$ cat src/rtl/avalon_mem_master_pkg.sv
// Shared types for the Avalon-MM initiator: data word, access size and FSM state.
package avalon_mem_master_pkg;

  typedef logic [31:0] size_t;

  typedef enum logic [1:0] {
    BYTE = 2'd0,
    HALF = 2'd1,
    WORD = 2'd2
  } mem_size_t;

  typedef enum logic [1:0] {
    IDLE  = 2'd0,
    BUS   = 2'd1,
    RDATA = 2'd2,
    RESP  = 2'd3
  } state_t;

  // A half must sit on an even byte, a word on a multiple of four.
  function automatic logic is_misaligned(mem_size_t size, logic [1:0] offset);
    return ((size == HALF) && offset[0]) || ((size == WORD) && (offset != 2'b00));
  endfunction

endpackage

$ cat src/rtl/avalon_mem_master_if.sv
// Core request/response and Avalon-MM signals of the memory initiator.
interface avalon_mem_master_if;
  import avalon_mem_master_pkg::*;

  // Handshake: a request is taken on a rising edge where req_valid and req_ready
  // are both high; resp_valid is a single-cycle completion pulse with no back-pressure.
  logic       req_valid;
  logic       req_ready;
  logic       req_write;
  mem_size_t  req_size;
  logic       req_signed;
  size_t      req_addr;
  size_t      req_wdata;
  logic       resp_valid;
  size_t      resp_rdata;
  logic       resp_err;
  size_t      avm_address;
  logic       avm_read;
  logic       avm_write;
  logic [3:0] avm_byteenable;
  size_t      avm_writedata;
  size_t      avm_readdata;
  logic       avm_waitrequest;

  modport master (
    input  req_valid, req_write, req_size, req_signed, req_addr, req_wdata,
    input  avm_readdata, avm_waitrequest,
    output req_ready, resp_valid, resp_rdata, resp_err,
    output avm_address, avm_read, avm_write, avm_byteenable, avm_writedata
  );

  modport slave (
    output req_valid, req_write, req_size, req_signed, req_addr, req_wdata,
    output avm_readdata, avm_waitrequest,
    input  req_ready, resp_valid, resp_rdata, resp_err,
    input  avm_address, avm_read, avm_write, avm_byteenable, avm_writedata
  );

endinterface

$ cat src/rtl/avalon_mem_master_mem_lane_align.sv
// Little-endian lane steering: byteenable and store shift, load extract and extend.
module mem_lane_align
  import avalon_mem_master_pkg::*;
(
  input  mem_size_t  size,
  input  logic [1:0] offset,
  input  logic       is_signed,
  input  size_t      wdata,
  input  size_t      rdata,
  output logic [3:0] byteenable,
  output size_t      writedata,
  output size_t      load_data
);

  size_t shifted;

  always_comb begin
    byteenable = 4'b0000;
    case (size)
      BYTE:    byteenable = 4'b0001 << offset;
      HALF:    byteenable = offset[1] ? 4'b1100 : 4'b0011;
      WORD:    byteenable = 4'b1111;
      default: byteenable = 4'b0000;
    endcase
  end

  always_comb begin
    writedata = wdata << {offset, 3'b000};
    shifted   = rdata >> {offset, 3'b000};
    case (size)
      BYTE:    load_data = {{24{is_signed & shifted[7]}}, shifted[7:0]};
      HALF:    load_data = {{16{is_signed & shifted[15]}}, shifted[15:0]};
      default: load_data = rdata;
    endcase
  end

endmodule

$ cat src/rtl/avalon_mem_master.sv
// Single-outstanding Avalon-MM initiator: one load/store per request, waitrequest
// honoured, readdata taken one cycle after the slave accepts the read.
module avalon_mem_master
  import avalon_mem_master_pkg::*;
#(
  parameter size_t RESET_ADDR = 32'hBFC00000
) (
  input  logic                       clk,
  input  logic                       reset,
  avalon_mem_master_if.master        bus,
  output state_t                     debug_state
);

  state_t     state, state_next;
  logic       write_q;
  mem_size_t  size_q;
  logic       signed_q;
  size_t      addr_q;
  size_t      wdata_q;
  size_t      rdata_q;
  logic       err_q;
  logic [3:0] lane_be;
  size_t      lane_wdata;
  size_t      lane_load;

  mem_lane_align u_align (
    .size       (size_q),
    .offset     (addr_q[1:0]),
    .is_signed  (signed_q),
    .wdata      (wdata_q),
    .rdata      (bus.avm_readdata),
    .byteenable (lane_be),
    .writedata  (lane_wdata),
    .load_data  (lane_load)
  );

  always_ff @(posedge clk or posedge reset) begin
    if (reset) begin
      state    <= IDLE;
      write_q  <= 1'b0;
      size_q   <= BYTE;
      signed_q <= 1'b0;
      addr_q   <= '0;
      wdata_q  <= '0;
      rdata_q  <= '0;
      err_q    <= 1'b0;
    end else begin
      state <= state_next;
      if (state == IDLE && bus.req_valid) begin
        write_q  <= bus.req_write;
        size_q   <= bus.req_size;
        signed_q <= bus.req_signed;
        addr_q   <= bus.req_addr;
        wdata_q  <= bus.req_wdata;
        rdata_q  <= '0;
        err_q    <= is_misaligned(bus.req_size, bus.req_addr[1:0]);
      end
      if (state == RDATA) rdata_q <= lane_load;
    end
  end

  always_comb begin
    state_next = state;
    case (state)
      IDLE: begin
        if (bus.req_valid)
          state_next = is_misaligned(bus.req_size, bus.req_addr[1:0]) ? RESP : BUS;
      end
      BUS: begin
        if (!bus.avm_waitrequest) state_next = write_q ? RESP : RDATA;
      end
      RDATA:   state_next = RESP;
      RESP:    state_next = IDLE;
      default: state_next = IDLE;
    endcase
  end

  // Outputs decode straight from state so an async reset drops the strobes at once.
  assign bus.req_ready      = (state == IDLE);
  assign bus.avm_read       = (state == BUS) && !write_q;
  assign bus.avm_write      = (state == BUS) && write_q;
  assign bus.avm_address    = (state == BUS) ? {addr_q[31:2], 2'b00} : RESET_ADDR;
  assign bus.avm_byteenable = (state == BUS) ? lane_be : 4'b0000;
  assign bus.avm_writedata  = (state == BUS) ? lane_wdata : '0;
  assign bus.resp_valid     = (state == RESP);
  assign bus.resp_rdata     = (state == RESP) ? rdata_q : '0;
  assign bus.resp_err       = (state == RESP) && err_q;
  assign debug_state        = state;

endmodule

$ cat src/flat_wrapper.sv
// flat-port wrapper written by rule: the top's interface ports become plain ports
module avalon_mem_master_flat import avalon_mem_master_pkg::*;
#(
  parameter size_t RESET_ADDR = 32'hBFC00000
)
  (clk, reset, debug_state, bus_req_valid, bus_req_write, bus_req_size, bus_req_signed, bus_req_addr, bus_req_wdata, bus_avm_readdata, bus_avm_waitrequest, bus_req_ready, bus_resp_valid, bus_resp_rdata, bus_resp_err, bus_avm_address, bus_avm_read, bus_avm_write, bus_avm_byteenable, bus_avm_writedata);
  avalon_mem_master_if bus_i ();
  input  logic clk;
  input  logic reset;
  output state_t debug_state;
  input wire logic [$bits(bus_i.req_valid)-1:0] bus_req_valid;
  input wire logic [$bits(bus_i.req_write)-1:0] bus_req_write;
  input wire logic [$bits(bus_i.req_size)-1:0] bus_req_size;
  input wire logic [$bits(bus_i.req_signed)-1:0] bus_req_signed;
  input wire logic [$bits(bus_i.req_addr)-1:0] bus_req_addr;
  input wire logic [$bits(bus_i.req_wdata)-1:0] bus_req_wdata;
  input wire logic [$bits(bus_i.avm_readdata)-1:0] bus_avm_readdata;
  input wire logic [$bits(bus_i.avm_waitrequest)-1:0] bus_avm_waitrequest;
  output wire logic [$bits(bus_i.req_ready)-1:0] bus_req_ready;
  output wire logic [$bits(bus_i.resp_valid)-1:0] bus_resp_valid;
  output wire logic [$bits(bus_i.resp_rdata)-1:0] bus_resp_rdata;
  output wire logic [$bits(bus_i.resp_err)-1:0] bus_resp_err;
  output wire logic [$bits(bus_i.avm_address)-1:0] bus_avm_address;
  output wire logic [$bits(bus_i.avm_read)-1:0] bus_avm_read;
  output wire logic [$bits(bus_i.avm_write)-1:0] bus_avm_write;
  output wire logic [$bits(bus_i.avm_byteenable)-1:0] bus_avm_byteenable;
  output wire logic [$bits(bus_i.avm_writedata)-1:0] bus_avm_writedata;
  assign bus_i.req_valid = bus_req_valid;
  assign bus_i.req_write = bus_req_write;
  assign bus_i.req_size = bus_req_size;
  assign bus_i.req_signed = bus_req_signed;
  assign bus_i.req_addr = bus_req_addr;
  assign bus_i.req_wdata = bus_req_wdata;
  assign bus_i.avm_readdata = bus_avm_readdata;
  assign bus_i.avm_waitrequest = bus_avm_waitrequest;
  assign bus_req_ready = bus_i.req_ready;
  assign bus_resp_valid = bus_i.resp_valid;
  assign bus_resp_rdata = bus_i.resp_rdata;
  assign bus_resp_err = bus_i.resp_err;
  assign bus_avm_address = bus_i.avm_address;
  assign bus_avm_read = bus_i.avm_read;
  assign bus_avm_write = bus_i.avm_write;
  assign bus_avm_byteenable = bus_i.avm_byteenable;
  assign bus_avm_writedata = bus_i.avm_writedata;
  avalon_mem_master #(.RESET_ADDR(RESET_ADDR)) u_core (.clk(clk), .reset(reset), .bus(bus_i), .debug_state(debug_state));
endmodule
$ cat config.mk
export PLATFORM = sky130hd
export DESIGN_NAME = avalon_mem_master_flat
export DESIGN_NICKNAME = d
export VERILOG_FILES = /design/src/rtl/avalon_mem_master_pkg.sv /design/src/rtl/avalon_mem_master_if.sv /design/src/rtl/avalon_mem_master_mem_lane_align.sv /design/src/rtl/avalon_mem_master.sv /design/src/flat_wrapper.sv
export SDC_FILE = /design/constraint.sdc
export NUM_CORES = 1
export LEC_CHECK = 0
export CAP_MARGIN = 5
export CORE_UTILIZATION = 49
export CTS_CLUSTER_DIAMETER = 100
export DETAILED_ROUTE_END_ITERATION = 6
export PLACE_DENSITY = 0.88
export SLEW_MARGIN = 20
export SYNTH_ARGS = -nofsm -noshare
export SYNTH_HDL_FRONTEND = slang
export SYNTH_SLANG_ARGS = --single-unit
$ cat constraint.sdc
create_clock -name clk -period 5.6 [get_ports clk]
set_input_delay 0.84 -clock clk [delete_from_list [all_inputs] [get_ports clk]]
set_output_delay 0.84 -clock clk [all_outputs]
set_load 0.01 [all_outputs]
==> out/qor.csv, run 1 <==
metric,value,unit
p_leak,3.38,nW
setup_viol_count_final,0,
rows,38,
worst_ep_required_time,4760,ps
p_clk_frac,0.140,
syn-instance-count,521,
drtIter0Drc,259,
cpPeakStageDelay,740,ps
synth_edf_count,0,
yosysWarnings,0,
status,completed,
netlist.area_leader.share,0.455,
wl_met1,6.33,mm
crit_chain,nand2b_1 > nor2_1 > and2_1 > clkdlybuf4s50_1,
grt_overflow,0,
synth_area,5660,sq um
drv_slew,0,
async_flop_share,1.00,
finalSetupTns,0,ps
dieHeight,110,microns
finalHoldViolations,0,
die_area,12000,sq um
synthTopCellsByArea,"dfrtp_1, mux2_2, and2_1, mux2i_1, nand2_1",
routed_wl,15.9,mm
syn_to_final_growth,42.2,%
ys_types,37,
yosysSeqAreaShare,0.455,
power_density,547,nW/um^2
ir_drop,0.000295,V
arrival,2730,ps
postCtsSetupBuffers,0,
grt.total_usage,0.275,
grt_pass1_vias,4854,
cts_tree,built,
power.switching,1.65,mW
tightest_slew,937,ps
cts_sinks,103,
netlist.top_cell.by_area,dfrtp_1,
clock_path_buffers,2,
rr_worst_depth,5,
crit_fanout,59,
rsz0062_at_grt,no,
fillers,781,
grt_pass1_wl,24.8,mm
hold_class,register to register,
highest_layer,met4,
nets,813,
cts-htree-levels,3,
place_congestion,0.881,
cp-end-kind,output pin,
drc_errors,0,
port-buffer-count,208,
fp.dieW,110,microns
vias,4791,
cts_buffers,9,
drive_gt1_frac,0.167,
clk-insertion-delay-late,350,ps
pwr-share-comb,0.528,
synth-seq-cells,103,
finalCritPeriodShare,0.637,
wire_per_inst,18.7,microns
place_area,7770,sq um
crit_type,register to output pin,
viasPerCell,5.65,
maxCapViolCount,0,
finClkSkew,6.90,ps
avgSynthCellArea,10.9,sq um
grt_max_degree,60,
fin_area,8060,sq um
synth_top_flop_cell,dfrtp_1,
cts_resized,0,
critPathLaunchType,register,
postRouteAntennaNets,0,
ioPinCount,211,
power_frac_seq,0.331,
dp_hpwl,11.5,mm
cp_slowest_cell,dfrtp_2,
route.met2.wl,7.70,mm
fin_crit,3570,ps
clkTransAtPathRegs,70,ps
route.met3.wl,1.38,mm
holdPathStages,1,
dr.pass1.iters,5,
intPower,2.76,mW
antenna_cells,0,
antenna_found_initial,0,
hold_buffers,0,
swShare,0.374,
cts_root_buf,clkbuf_16,
max_freq,280,MHz
maxSlewHeadroom,0.376,
initial_core_util,0.513,
core_area,11000,sq um
## logic make-up (layout without fill, tap and decap cells)
| logic type | after synthesis | after routing | synth area share |
|---|---|---|---|
| AOI/OAI and AO/OA | 98 | 98 | 0.128 |
| DFF | 103 | 103 | 0.455 |
| and+or+nand+nor | 156 | 156 | 0.150 |
| other | 1 | 2 | 0.000662 |
| adders and majority gates | 5 | 5 | 0.0110 |
| muxes | 109 | 109 | 0.215 |
| buffers and inverters | 49 | 235 | 0.0398 |
## final cells by class
class,instances,area (sq um),share of cell area
clock inverters,6,61.3,0.00761
clock buffers,9,225,0.0280
inverters,7,28.8,0.00357
well taps,140,175,0.0217
flip-flops and latches,103,2580,0.320
multi-input cells,370,2870,0.356
repair buffers,213,2120,0.263
## path summary, 6_finish.rpt
kind	from	end	slack (ps)
max	u_core.addr_q[1]	bus_avm_writedata[0]	2030
min	u_core.addr_q[18]	u_core.addr_q[18]	500
max reg2reg	u_core.debug_state[0]	u_core.wdata_q[19]	2960
min reg2reg	u_core.addr_q[18]	u_core.addr_q[18]	500
max in group asynchronous	reset	u_core.addr_q[1]	3470
min in group asynchronous	reset	u_core.addr_q[5]	910
## layout by cell type (no fill, tap or decap), types with 3 or more instances in the layout
| cell | synthesis | routed |
|---|---|---|
| ha_1 | 5 | 5 |
| o211a_1 | 8 | 8 |
| nand2b_1 | 20 | 20 |
| a31oi_1 | 11 | 11 |
| nor2b_1 | 4 | 4 |
| a32o_1 | 6 | 6 |
| o21ai_0 | 14 | 14 |
| o22ai_1 | 8 | 8 |
| a221o_1 | 6 | 6 |
| inv_1 | 7 | 6 |
| mux2_2 | 81 | 81 |
| a22o_1 | 8 | 8 |
| clkdlybuf4s50_1 | 0 | 208 |
| dfrtp_1 | 103 | 101 |
| mux2i_1 | 26 | 26 |
| buf_4 | 3 | 5 |
| nand2_1 | 40 | 40 |
| nor2_1 | 14 | 14 |
| a221o_2 | 10 | 10 |
| clkinv_2 | 0 | 3 |
| and2_1 | 72 | 71 |
| a21oi_1 | 20 | 20 |
| clkbuf_16 | 0 | 9 |
## state kept, by name, indices dropped and copies added, names as in the netlist
register and flops:
u_core.size_q 2, u_core.rdata_q 32, u_core.write_q 1, u_core.err_q 1, u_core.wdata_q 32, u_core.signed_q 1, u_core.addr_q 32, u_core.debug_state 2
## metrics by stage
step / worst slack [ps] / util / hold WS (ps) / total power [mW] / std cells
2_1_floorplan: 2060 / - / 458 / 2.84 / 522
6_report: 2030 / 0.730 / 499 / 4.40 / 848
4_1_cts: 2000 / 0.730 / 497 / 4.42 / 848
3_5_place_dp: 2380 / 0.704 / 482 / 3.78 / 833
3_3_place_gp: 2470 / 0.704 / 476 / 3.68 / 833
5_1_grt: 1790 / 0.730 / 510 / 4.69 / 848
## power by group through the flow
stage / registers (mW) / clock network, mW / logic (mW)
after floorplan: 1.27 / 0 / 1.57
after global routing: 1.51 / 0.656 / 2.53
final: 1.46 / 0.618 / 2.33
after detailed placement: 1.46 / 0 / 2.32
after global placement: 1.43 / 0 / 2.25
after CTS: 1.45 / 0.628 / 2.34
## cells in the mapped netlist, types with 6 or more instances
cell type,number
mux2_2,81
clkbuf_1,22
nor2_1,14
nand2_1,40
a31oi_1,11
and2_1,72
dfrtp_1,103
o211a_1,8
o22ai_1,8
buf_2,12
nand2b_1,20
a32o_1,6
mux2i_1,26
a221o_1,6
a21oi_1,20
a221o_2,10
inv_1,7
o21ai_0,14
a22o_1,8
## critical path: cells and delay by family, from the launching register on
family	cells	cell delay (ps)
AND/OR/NAND/NOR	3	1110
flip-flops	1	740
buffers and inverters	1	530
## per-layer routing
| metal | vias to the layer above | track usage |
|---|---|---|
| met1 | 2282 | 0.338 |
| met5 | - | 0 |
| met4 | 0 | 0.129 |
| met2 | 261 | 0.453 |
| li1 | 2210 | - |
| met3 | 38 | 0.0694 |
No activity file was read; power rests on OpenSTA's default activity.
==> run 2: changes to the inputs <==
--- a/config.mk
+++ b/config.mk
@@ -6,10 +6,10 @@
 export NUM_CORES = 1
 export LEC_CHECK = 0
 export CAP_MARGIN = 5
-export CORE_UTILIZATION = 49
+export CORE_UTILIZATION = 41
 export CTS_CLUSTER_DIAMETER = 100
 export DETAILED_ROUTE_END_ITERATION = 6
-export PLACE_DENSITY = 0.88
+export PLACE_DENSITY = 0.79
 export SLEW_MARGIN = 20
 export SYNTH_ARGS = -nofsm -noshare
 export SYNTH_HDL_FRONTEND = slang
==> constraint.sdc (replaced) <==
create_clock -name clk -period 3.23 [get_ports clk]
set_input_delay 0.4845 -clock clk [delete_from_list [all_inputs] [get_ports clk]]
set_output_delay 0.4845 -clock clk [all_outputs]
set_load 0.01 [all_outputs]
==> out/qor.csv, run 2 (synthesis results as in run 1) <==
metric,value,unit,change
hold_class,register to register,,
clkTransAtPathRegs,70,ps,about the same
cts_tree,built,,
nets,822,,+1.1%
hold_slack,490,ps,-9.37 ps
hold_buffers,0,,unchanged
place_congestion,0.825,,-6.4%
cts_sinks,103,,unchanged
finalHoldViolations,0,,unchanged
gr-usage-met1,0.292,,-0.0453
clock_path_buffers,2,,unchanged
finClkSkew,6.17,ps,-0.737 ps
dr.pass1.iters,4,,-1
finalCritPeriodShare,0.934,,
initial_core_util,0.424,,-0.0891
antenna_found_initial,0,,unchanged
fp.dieW,120,microns,+9.2%
rsz0062_at_grt,no,,
power_density,939,nW/um^2,+72%
vias,4811,,+0.42%
final_common_cell,clkdlybuf4s50_1,,
fin_cells,894,,+5.4%
maxCapViolCount,0,,unchanged
top_regs,"u_core.addr_q x32, u_core.rdata_q x32, u_core.wdata_q x32",,
grtUsageMet2,0.365,,-0.0888
clk-insertion-delay-late,340,ps,about the same
grt_max_degree,54,,-10%
cp-end-kind,output pin,,
status,completed,,
use_met3,0.0509,,-0.0185
worst_slack,213,ps,-1820 ps
ioPinCount,211,,unchanged
fin_crit,3020,ps,
fillers,1110,,+42%
setup_viol_count_final,0,,unchanged
gr-max-usage-layer,met2,,
grt_overflow,0,,unchanged
drv_slew,0,,unchanged
final_cell_mix,"clkdlybuf4s50_1, dfrtp_1, mux2_2, and2_1, nand2_1",,
cts-htree-levels,3,,unchanged
crit_type,register to output pin,,
pre_cts_ws,572,ps,-1810 ps
p_total,7.71,mW,+75%
critPathLaunchType,register,,
fin_area,8210,sq um,+1.9%
drtIter0Drc,291,,+12%
wire_per_inst,17.7,microns,-5.5%
maxSlewHeadroom,0.403,,+0.0276
grt.total_usage,0.224,,-0.0511
dieHeight,120,microns,+9.2%
cts_buffers,9,,unchanged
worst_ep_required_time,2750,ps,-2010 ps
finalSetupTns,0,ps,unchanged
port-buffer-count,208,,unchanged
arrival,2530,ps,-200 ps
p_leak,3.44,nW,+1.9%
dp_hpwl,11.3,mm,-1.6%
syn_to_final_growth,44.9,%,
drive_gt1_frac,0.178,,+0.0116
cts_root_buf,clkbuf_16,,
antenna_cells,0,,unchanged
grt_pass1_vias,4739,,-2.4%
cts_resized,0,,unchanged
viasPerCell,5.38,,-4.7%
core_area,13300,sq um,+21%
ir_drop,0.000450,V,+52%
crit_fanout,39,,-34%
place_area,7910,sq um,+1.8%
tightest_slew,895,ps,-41.4 ps
die_area,14300,sq um,+19%
dp.cells,878,,+5.4%
rows,42,,+11%
postRouteAntennaNets,0,,unchanged
postCtsSetupBuffers,0,,unchanged
max_freq,331,MHz,
routed_wl,15.8,mm,-0.39%
final_util,0.615,,-0.116
grt_pass1_wl,25.1,mm,+0.86%
drc_errors,0,,unchanged
## run 2: changes by cell type in the layout (fill, tap and decap cells not counted)
| cell | delta |
|---|---|
| clkinv_2 | +1 |
| and2_4 | +1 |
| clkbuf_8 | +1 |
| buf_4 | +7 |
| clkinvlp_4 | -1 |
| and2_2 | -1 |
| buf_12 | +2 |
## run 2: final timing paths
check / startpoint / to / slack, ps / cells after the start
min reg2reg: u_core.rdata_q[9] / u_core.rdata_q[9] / 490 / 1
max reg2reg: u_core.addr_q[0] / u_core.rdata_q[18] / 590 / 5
min in group asynchronous: reset / u_core.rdata_q[1] / 600 / 2
max in group asynchronous: reset / u_core.wdata_q[17] / 1890 / 3
max: u_core.addr_q[0] / bus_avm_writedata[18] / 210 / 5
min: u_core.rdata_q[9] / u_core.rdata_q[9] / 490 / 1
## run 2: cell type report
cell class,count,area (sq um),share of cell area
timing repair buffer,222,2210,0.270
clock buffer,10,239,0.0291
clock inverter,6,58.8,0.00717
inverter,7,28.8,0.00351
sequential,103,2580,0.314
multi-input combinational,370,2870,0.349
tap,176,220,0.0268
## run 2: routing by layer
layer | vias to the layer above | wire length, microns | part of all wire
li1 | 2237 | - | -
met1 | 2359 | 6730 | 0.43
met2 | 190 | 7660 | 0.48
met3 | 25 | 1110 | 0.070
met4 | 0 | 309 | 0.020
met5 | - | 0 | 0
## run 2: worst max-delay path, stage by stage (launching register included)
cell,delay (ps)
dfrtp_2,950
buf_4,250
mux2i_1,200
o22ai_1,90
and2_1,210
clkdlybuf4s50_1,470
## run 2: power by group
group / total (mW) / internal (mW) / leakage [nW] / switching [mW]
combinational: 4.18 / 2.33 / 2.05 / 1.85
clock: 1.10 / 0.620 / 0.152 / 0.481
sequential: 2.43 / 1.93 / 1.24 / 0.501
total: 7.71 / 4.88 / 3.44 / 2.83
==> run 3: changes to the inputs <==
--- a/config.mk
+++ b/config.mk
@@ -6,10 +6,11 @@
 export NUM_CORES = 1
 export LEC_CHECK = 0
 export CAP_MARGIN = 5
-export CORE_UTILIZATION = 41
+export CORE_ASPECT_RATIO = 1.2
+export CORE_UTILIZATION = 49
 export CTS_CLUSTER_DIAMETER = 100
 export DETAILED_ROUTE_END_ITERATION = 6
-export PLACE_DENSITY = 0.79
+export PLACE_DENSITY = 0.88
 export SLEW_MARGIN = 20
 export SYNTH_ARGS = -nofsm -noshare
 export SYNTH_HDL_FRONTEND = slang
==> constraint.sdc (replaced) <==
create_clock -name clk -period 3.5 [get_ports clk]
set_input_delay 0.525 -clock clk [delete_from_list [all_inputs] [get_ports clk]]
set_output_delay 0.525 -clock clk [all_outputs]
set_load 0.01 [all_outputs]
==> out/qor.csv, run 3 (synthesis results as in run 1) <==
metric,value,unit,change
status,completed,,
maxCapViolCount,0,,unchanged
port-buffer-count,208,,unchanged
cp_slowest_cell,clkdlybuf4s50_1,,
cpPeakStageDelay,530,ps,-420 ps
finalCritPeriodShare,0.929,,
die_area,12000,sq um,-16%
drive_gt1_frac,0.170,,-0.00833
vias,4868,,+1.2%
pwr-share-comb,0.533,,-0.009
grt.total_usage,0.280,,+0.0567
final_cell_mix,"clkdlybuf4s50_1, dfrtp_1, mux2_2, and2_1, nand2_1",,
drtIter0Drc,281,,-3.4%
top_regs,"u_core.addr_q x32, u_core.rdata_q x32, u_core.wdata_q x32",,
drv_slew,0,,unchanged
p_clk_frac,0.153,,+0.010
place_congestion,0.870,,+5.5%
arrival,2730,ps,+200 ps
crit_chain,inv_1 > ha_1 > nand2b_1 > nor2_2 > and2_1 > clkdlybuf4s50_1,,
final_common_cell,clkdlybuf4s50_1,,
grt_pass1_vias,5043,,+6.4%
clock_path_buffers,2,,unchanged
routed_wl,16.4,mm,+3.5%
postRouteAntennaNets,0,,unchanged
cp-end-kind,output pin,,
fillers,790,,-29%
postCtsSetupBuffers,0,,unchanged
r2r-start,u_core.addr_q[0],,
power_density,887,nW/um^2,-5.6%
initial_core_util,0.508,,+0.0841
antenna_cells,0,,unchanged
crit_cells,6,,+1
multi_input_area,2870,sq um,about the same
cts_sinks,103,,unchanged
fin_crit,3250,ps,
power_frac_seq,0.314,,about the same
clk-insertion-delay-late,350,ps,about the same
tightest_slew,988,ps,+92.4 ps
critPathLaunchType,register,,
regArea,2580,sq um,unchanged
r2r_end,u_core.rdata_q[16],,
ioPinCount,211,,unchanged
cts_buffers,9,,unchanged
viasPerCell,5.62,,+4.5%
cts_root_buf,clkbuf_16,,
dieHeight,120,microns,+0.20%
maxSlewHeadroom,0.342,,-0.0616
clkTransAtPathRegs,70,ps,about the same
nets,816,,-0.73%
path_buf_inv,2,,unchanged
setup_viol_count_final,0,,unchanged
crit_type,register to output pin,,
wire_per_inst,18.9,microns,+6.8%
rows,42,,unchanged
hold_class,register to register,,
cp-endpoint,bus_avm_writedata[5],,
ir_drop,0.000478,V,+6.1%
antenna_found_initial,0,,unchanged
cts_resized,0,,unchanged
worst_ep_required_time,2970,ps,+220 ps
cts-htree-levels,3,,unchanged
max_freq,308,MHz,
final_util,0.733,,+0.118
r2r_slack,810,ps,+220 ps
crit_fanout,9,,-77%
power.switching,2.68,mW,-5.2%
grt_overflow,0,,unchanged
holdPathStages,1,,unchanged
cp_top_family,simple AND/OR/NAND/NOR gates,,
hold_buffers,0,,unchanged
drc_errors,0,,unchanged
syn_to_final_growth,44.1,%,
cts_tree,built,,
intPower,4.56,mW,-6.6%
core_area,11100,sq um,-17%
finalHoldViolations,0,,unchanged
rr_worst_depth,4,,-1
cp-startpoint,u_core.debug_state[1],,
dr.pass1.iters,4,,unchanged
grt_max_degree,74,,+37%
finalSetupTns,0,ps,unchanged
p_leak,3.42,nW,-0.76%
rsz0062_at_grt,no,,
swShare,0.371,,+0.00348
finClkSkew,5.65,ps,-0.515 ps
grt_pass1_wl,26.1,mm,+4.2%
fp.dieW,100,microns,-16%
dp_hpwl,11.9,mm,+5.1%
-- run 3: cell count changes in the layout (fill, tap and decap cells not counted), sizes merged --
cell,before,now
bufinv,1,2
buf,14,8
clkinv,4,0
clkinvlp,0,1
clkbuf,10,12
-- run 3: worst min-delay path by stage --
stage                       startpoint                  to
floorplan           u_core.rdata_q[10]  u_core.rdata_q[10]
global placement     u_core.rdata_q[9]   u_core.rdata_q[9]
detailed placement  u_core.rdata_q[13]  u_core.rdata_q[13]
CTS                 u_core.rdata_q[13]  u_core.rdata_q[13]
global route         u_core.addr_q[16]   u_core.addr_q[16]
finish              u_core.rdata_q[13]  u_core.rdata_q[13]
-- run 3: worst reg2reg max path: stages (launching register included) --
cell	delay, ps
dfrtp_2	1020
mux2i_1	230
mux4_2	530
nor3b_4	610
a221o_2	240
-- run 3: power groups by stage --
| stage | clock network, mW | registers [mW] | logic [mW] |
|---|---|---|---|
| floorplan | 0 | 2.03 | 2.51 |
| global placement | 0 | 2.22 | 3.71 |
| detailed placement | 0 | 2.28 | 3.84 |
| CTS | 1.12 | 2.26 | 3.87 |
| global route | 1.16 | 2.34 | 4.17 |
| finish | 1.11 | 2.27 | 3.86 |
-- run 3: per-layer routing --
layer | wire length [microns] | GRT usage | vias to the layer above
met3 | 958 | 0.0466 | 45
met5 | 0 | 0 | -
met1 | 6380 | 0.342 | 2395
met2 | 8320 | 0.472 | 217
li1 | - | - | 2211
met4 | 694 | 0.148 | 0
-- run 3: layout make-up --
type / count / area share
Clock buffer: 12 / 0.0302
Multi-Input combinational cell: 370 / 0.351
Timing Repair Buffer: 216 / 0.265
Sequential cell: 103 / 0.316
Clock inverter: 4 / 0.00966
Inverter: 7 / 0.00353
Tap cell: 154 / 0.0236
-- run 3: per-stage QoR --
step | setup slack (ps) | instance area, sq um | power, mW | hold WS [ps] | instances
global placement | 561 | 7840 | 5.93 | 469 | 850
floorplan | 271 | 5670 | 4.54 | 458 | 522
detailed placement | 403 | 7840 | 6.12 | 483 | 850
finish | 248 | 8160 | 7.24 | 500 | 866
CTS | 26.2 | 8160 | 7.25 | 500 | 866
global route | 58.1 | 8160 | 7.68 | 518 | 866
==> variant 1: new RTL, config.mk and constraints of run 2 <==
Remove the case item `BYTE` of the case on `size`.
--- a/src/rtl/avalon_mem_master_mem_lane_align.sv
+++ b/src/rtl/avalon_mem_master_mem_lane_align.sv
@@ -18,5 +18,4 @@
     byteenable = 4'b0000;
     case (size)
-      BYTE:    byteenable = 4'b0001 << offset;
       HALF:    byteenable = offset[1] ? 4'b1100 : 4'b0011;
       WORD:    byteenable = 4'b1111;
Check against the original RTL: not equivalent (a bounded check fails within 4 cycles, from zero or initial values and one cycle with reset high).
==> variant 1 against run 2 <==
Sequential power decreased by 4%. Sequential cell count is the same. Area after synthesis decreased by 1.5%. First-iteration DRC count shrank 15%. Die area is 1.5% lower. Clock power is 5% lower. Worst setup slack better by 31 ps. Clock skew rose by 1.9 ps. Fmax up 1.0%. Final cell count decreased by 0.34%. Routed wire length increased by 2.8%. Total power shrank 2.6%. Cell area is 1.6% lower.
==> variant 1: results <==
group,metric,value,unit
run_status,outcome,"completed",
grt,first_global_vias,4885,
sta,worst_clock_skew,8.113,ps
grt,track_usage,23.81,%
place,placed_cells,875,
grt,gr-usage-met2,39.73,%
synth,synth.top_cells.by_count,"dfrtp_1, mux2_2, and2_1",
clock_tree,clk_latency,360,ps
cells_and_area,n_clock_buffer,9,
grt,grtUsageMet3,7.191,%
critical_path,path_max_fanout,50,
cells_and_area,fill_cells,1091,
cells_and_area,signal_buffers,218,
synth,synth.distinct_cells,36,
detailed_routing,wl,16250,um
power_and_ir_drop,leakagePower,3.427,nW
cells_and_area,multi_input_area_share,34.61,%
grt,grt.met1_usage,28.44,%
detailed_routing,wl_met2,7817,um
detailed_routing,route.met3.wl,1421,um
detailed_routing,vias_per_cell,5.228,
synth,synthTopCellsByArea,"dfrtp_1, mux2_2, and2_1",
place,place_hpwl,11960,um
critical_path,reg2regPathDepth,6,
critical_path,r2r_start,"u_core.size_q[1]",
-- variant 1: cell types whose count changed in the layout (fill, tap and decap cells not counted), moves of 6 or more --
| cell | before | now |
|---|---|---|
| o21ai_0 | 14 | 33 |
| a221o_1 | 6 | 16 |
| a32o_1 | 6 | 0 |
| a22o_1 | 8 | 0 |
| o2bb2ai_1 | 0 | 7 |
| a221o_2 | 10 | 0 |
| a31oi_1 | 11 | 2 |
-- variant 1: where the power goes --
group	internal, mW	switching, mW
combinational	2.17	1.97
sequential	1.92	0.408
clock	0.531	0.510
total	4.62	2.89
-- variant 1: worst max path at each step --
stage,start,to,slack [ps]
after floorplan,reset,u_core.addr_q[0],40
after global placement,u_core.debug_state[1],bus_avm_writedata[0],520
after detailed placement,u_core.debug_state[1],bus_avm_writedata[3],400
after CTS,u_core.debug_state[1],bus_avm_writedata[3],3
after global routing,u_core.debug_state[1],bus_avm_byteenable[0],80
final,u_core.debug_state[1],bus_avm_byteenable[1],240
==> variant 2: new RTL, config.mk and constraints of run 2 <==
Made on the original files. Put a register stage on the output `bus.resp_err`, without a reset. The value now appears one clock later.
--- a/src/rtl/avalon_mem_master.sv
+++ b/src/rtl/avalon_mem_master.sv
@@ -85,5 +85,7 @@
   assign bus.resp_valid     = (state == RESP);
   assign bus.resp_rdata     = (state == RESP) ? rdata_q : '0;
-  assign bus.resp_err       = (state == RESP) && err_q;
+  always_ff @(posedge clk) begin
+    bus.resp_err <= (state == RESP) && err_q;
+  end
   assign debug_state        = state;
 
Behaviour: not the same (Yosys sat finds a counterexample within 4 cycles, from zero or initial values and one cycle with reset high).
==> variant 2 against run 2 <==
Core utilization decreased by 0.10 points. Sequential cell count up 1. Global-route usage up 0.21 points. Total power up 1.1%. Routed wire length up 1.2%. Cell area grew 0.23%. Area after synthesis is 0.35% higher. Via count shrank 0.60%. Worst setup slack lost 21 ps.
==> variant 2: results <==
group,metric,value,unit
detailed_routing,route.met3.wl,1104,um
critical_path,rrSetupSlack,550,ps
grt,grt_first_pass_wirelength,25090,um
synth,muxShareOfSynthArea,21.42,%
critical_path,path_max_fanout,44,
cells_and_area,layout-drive-gt1-share,17.48,%
detailed_routing,wl_met1,6815,um
power_and_ir_drop,leakagePower,3.431,nW
min_path,hp-start,"u_core.rdata_q[14]",
cells_and_area,reg.largest.list,"u_core.addr_q x32, u_core.rdata_q x32, u_core.wdata_q x32",
critical_path,regToRegEndpoint,"u_core.rdata_q[16]",
place,pre_cts_ws,558.9,ps
critical_path,crit_family,"flip-flops",
critical_path,critical_path.max_stage_delay,1040,ps
detailed_routing,vias,4782,
detailed_routing,topRoutingLayerUsed,"met4",
synth,synth_xor_area_share,0,%
critical_path,reg2regPathDepth,4,
grt,grt_max_degree,49,
synth,synth.distinct_cells,38,
cells_and_area,antenna_cells,0,
min_path,min_path_cells,1,
grt,antenna_found_initial,0,
place,gp_congestion,0.8942,
grt,track_usage,22.56,%
synth,synth_compound_gate_area_share,12.77,%
place,place_hpwl,11640,um
cells_and_area,nets,819,
synth,ys_warn_count,0,
place,numPortBuffers,208,
synth,ys_seq_area_share,45.71,%
clock_tree,numCtsBuffers,9,
detailed_routing,wl,16000,um
synth,synthTopCellsByArea,"dfrtp_1, mux2_2, and2_1",
synth,yosysTopAreaCellShare,45.35,%
power_and_ir_drop,intPower,4.890,mW
detailed_routing,wl_met2,7751,um
power_and_ir_drop,ir_drop,0.0004404,V
sta,max-slew-margin-rel,31.44,%
min_path,holdPathEnd,"u_core.rdata_q[14]",
grt,first_global_vias,4744,
synth,synth-async-reset-ratio,99.04,%
cells_and_area,fill_cells,1107,
synth,synthAdderAreaFrac,1.101,%
critical_path,crit_slowest_cell,"dfrtp_2",
run_status,outcome,"completed",
critical_path,crit_arrival,2550,ps
detailed_routing,detail_route.iter0.violations,272,
sta,worst_clock_skew,5.482,ps
## variant 2: changes by cell type after synthesis
cell / before / now
dfxtp_1: 0 / 1
## variant 2: stage by stage
step | hold WS (ps) | power [mW] | instances | area [sq um]
final | 497.2 | 7.792 | 891 | 8224
after CTS | 499.6 | 7.821 | 891 | 8214
after floorplan | 452.3 | 4.936 | 523 | 5687
after global routing | 515.1 | 8.272 | 891 | 8224
after global placement | 470.2 | 6.503 | 875 | 7900
after detailed placement | 483.4 | 6.643 | 875 | 7900
## variant 2: area by class of cell
cell class / count / area share (%)
clock buffers: 10 / 2.906
clock inverters: 6 / 0.9128
inverters: 7 / 0.3499
multi-input cells: 370 / 35.01
flip-flops and latches: 104 / 31.61
well taps: 176 / 2.678
repair buffers: 218 / 26.53
## variant 2: what timing repair did
item | 4_1_cts | 5_1_grt
setup endpoints to repair | 0 | 1
gates resized for setup | 0 | 1
buffers inserted | 0 | 0
## variant 2: worst max path at each step
stage                      from                     to  slack (ps)  cells after the start
6_report       u_core.addr_q[0]  bus_avm_writedata[25]         190                      4
3_5_place_dp   u_core.addr_q[0]     u_core.rdata_q[17]         560                      4
2_1_floorplan             reset       u_core.addr_q[0]          40                      1
3_3_place_gp   u_core.addr_q[0]  bus_avm_writedata[25]         590                      4
4_1_cts        u_core.addr_q[0]  bus_avm_writedata[25]         180                      4
5_1_grt        u_core.addr_q[0]  bus_avm_writedata[25]          90                      4
## variant 2: routing by layer
layer,vias up,global-route usage (%)
met5,-,0
met4,0,8.594
met3,24,4.658
met2,212,36.96
met1,2325,29.32
li1,2221,-
## variant 2: power by group through the flow
stage,combinational [mW],clock (mW),sequential [mW]
global placement,3.98,0,2.52
detailed placement,4.09,0,2.56
floorplan,2.71,0,2.23
global route,4.44,1.21,2.63
finish,4.11,1.14,2.54
CTS,4.11,1.17,2.54
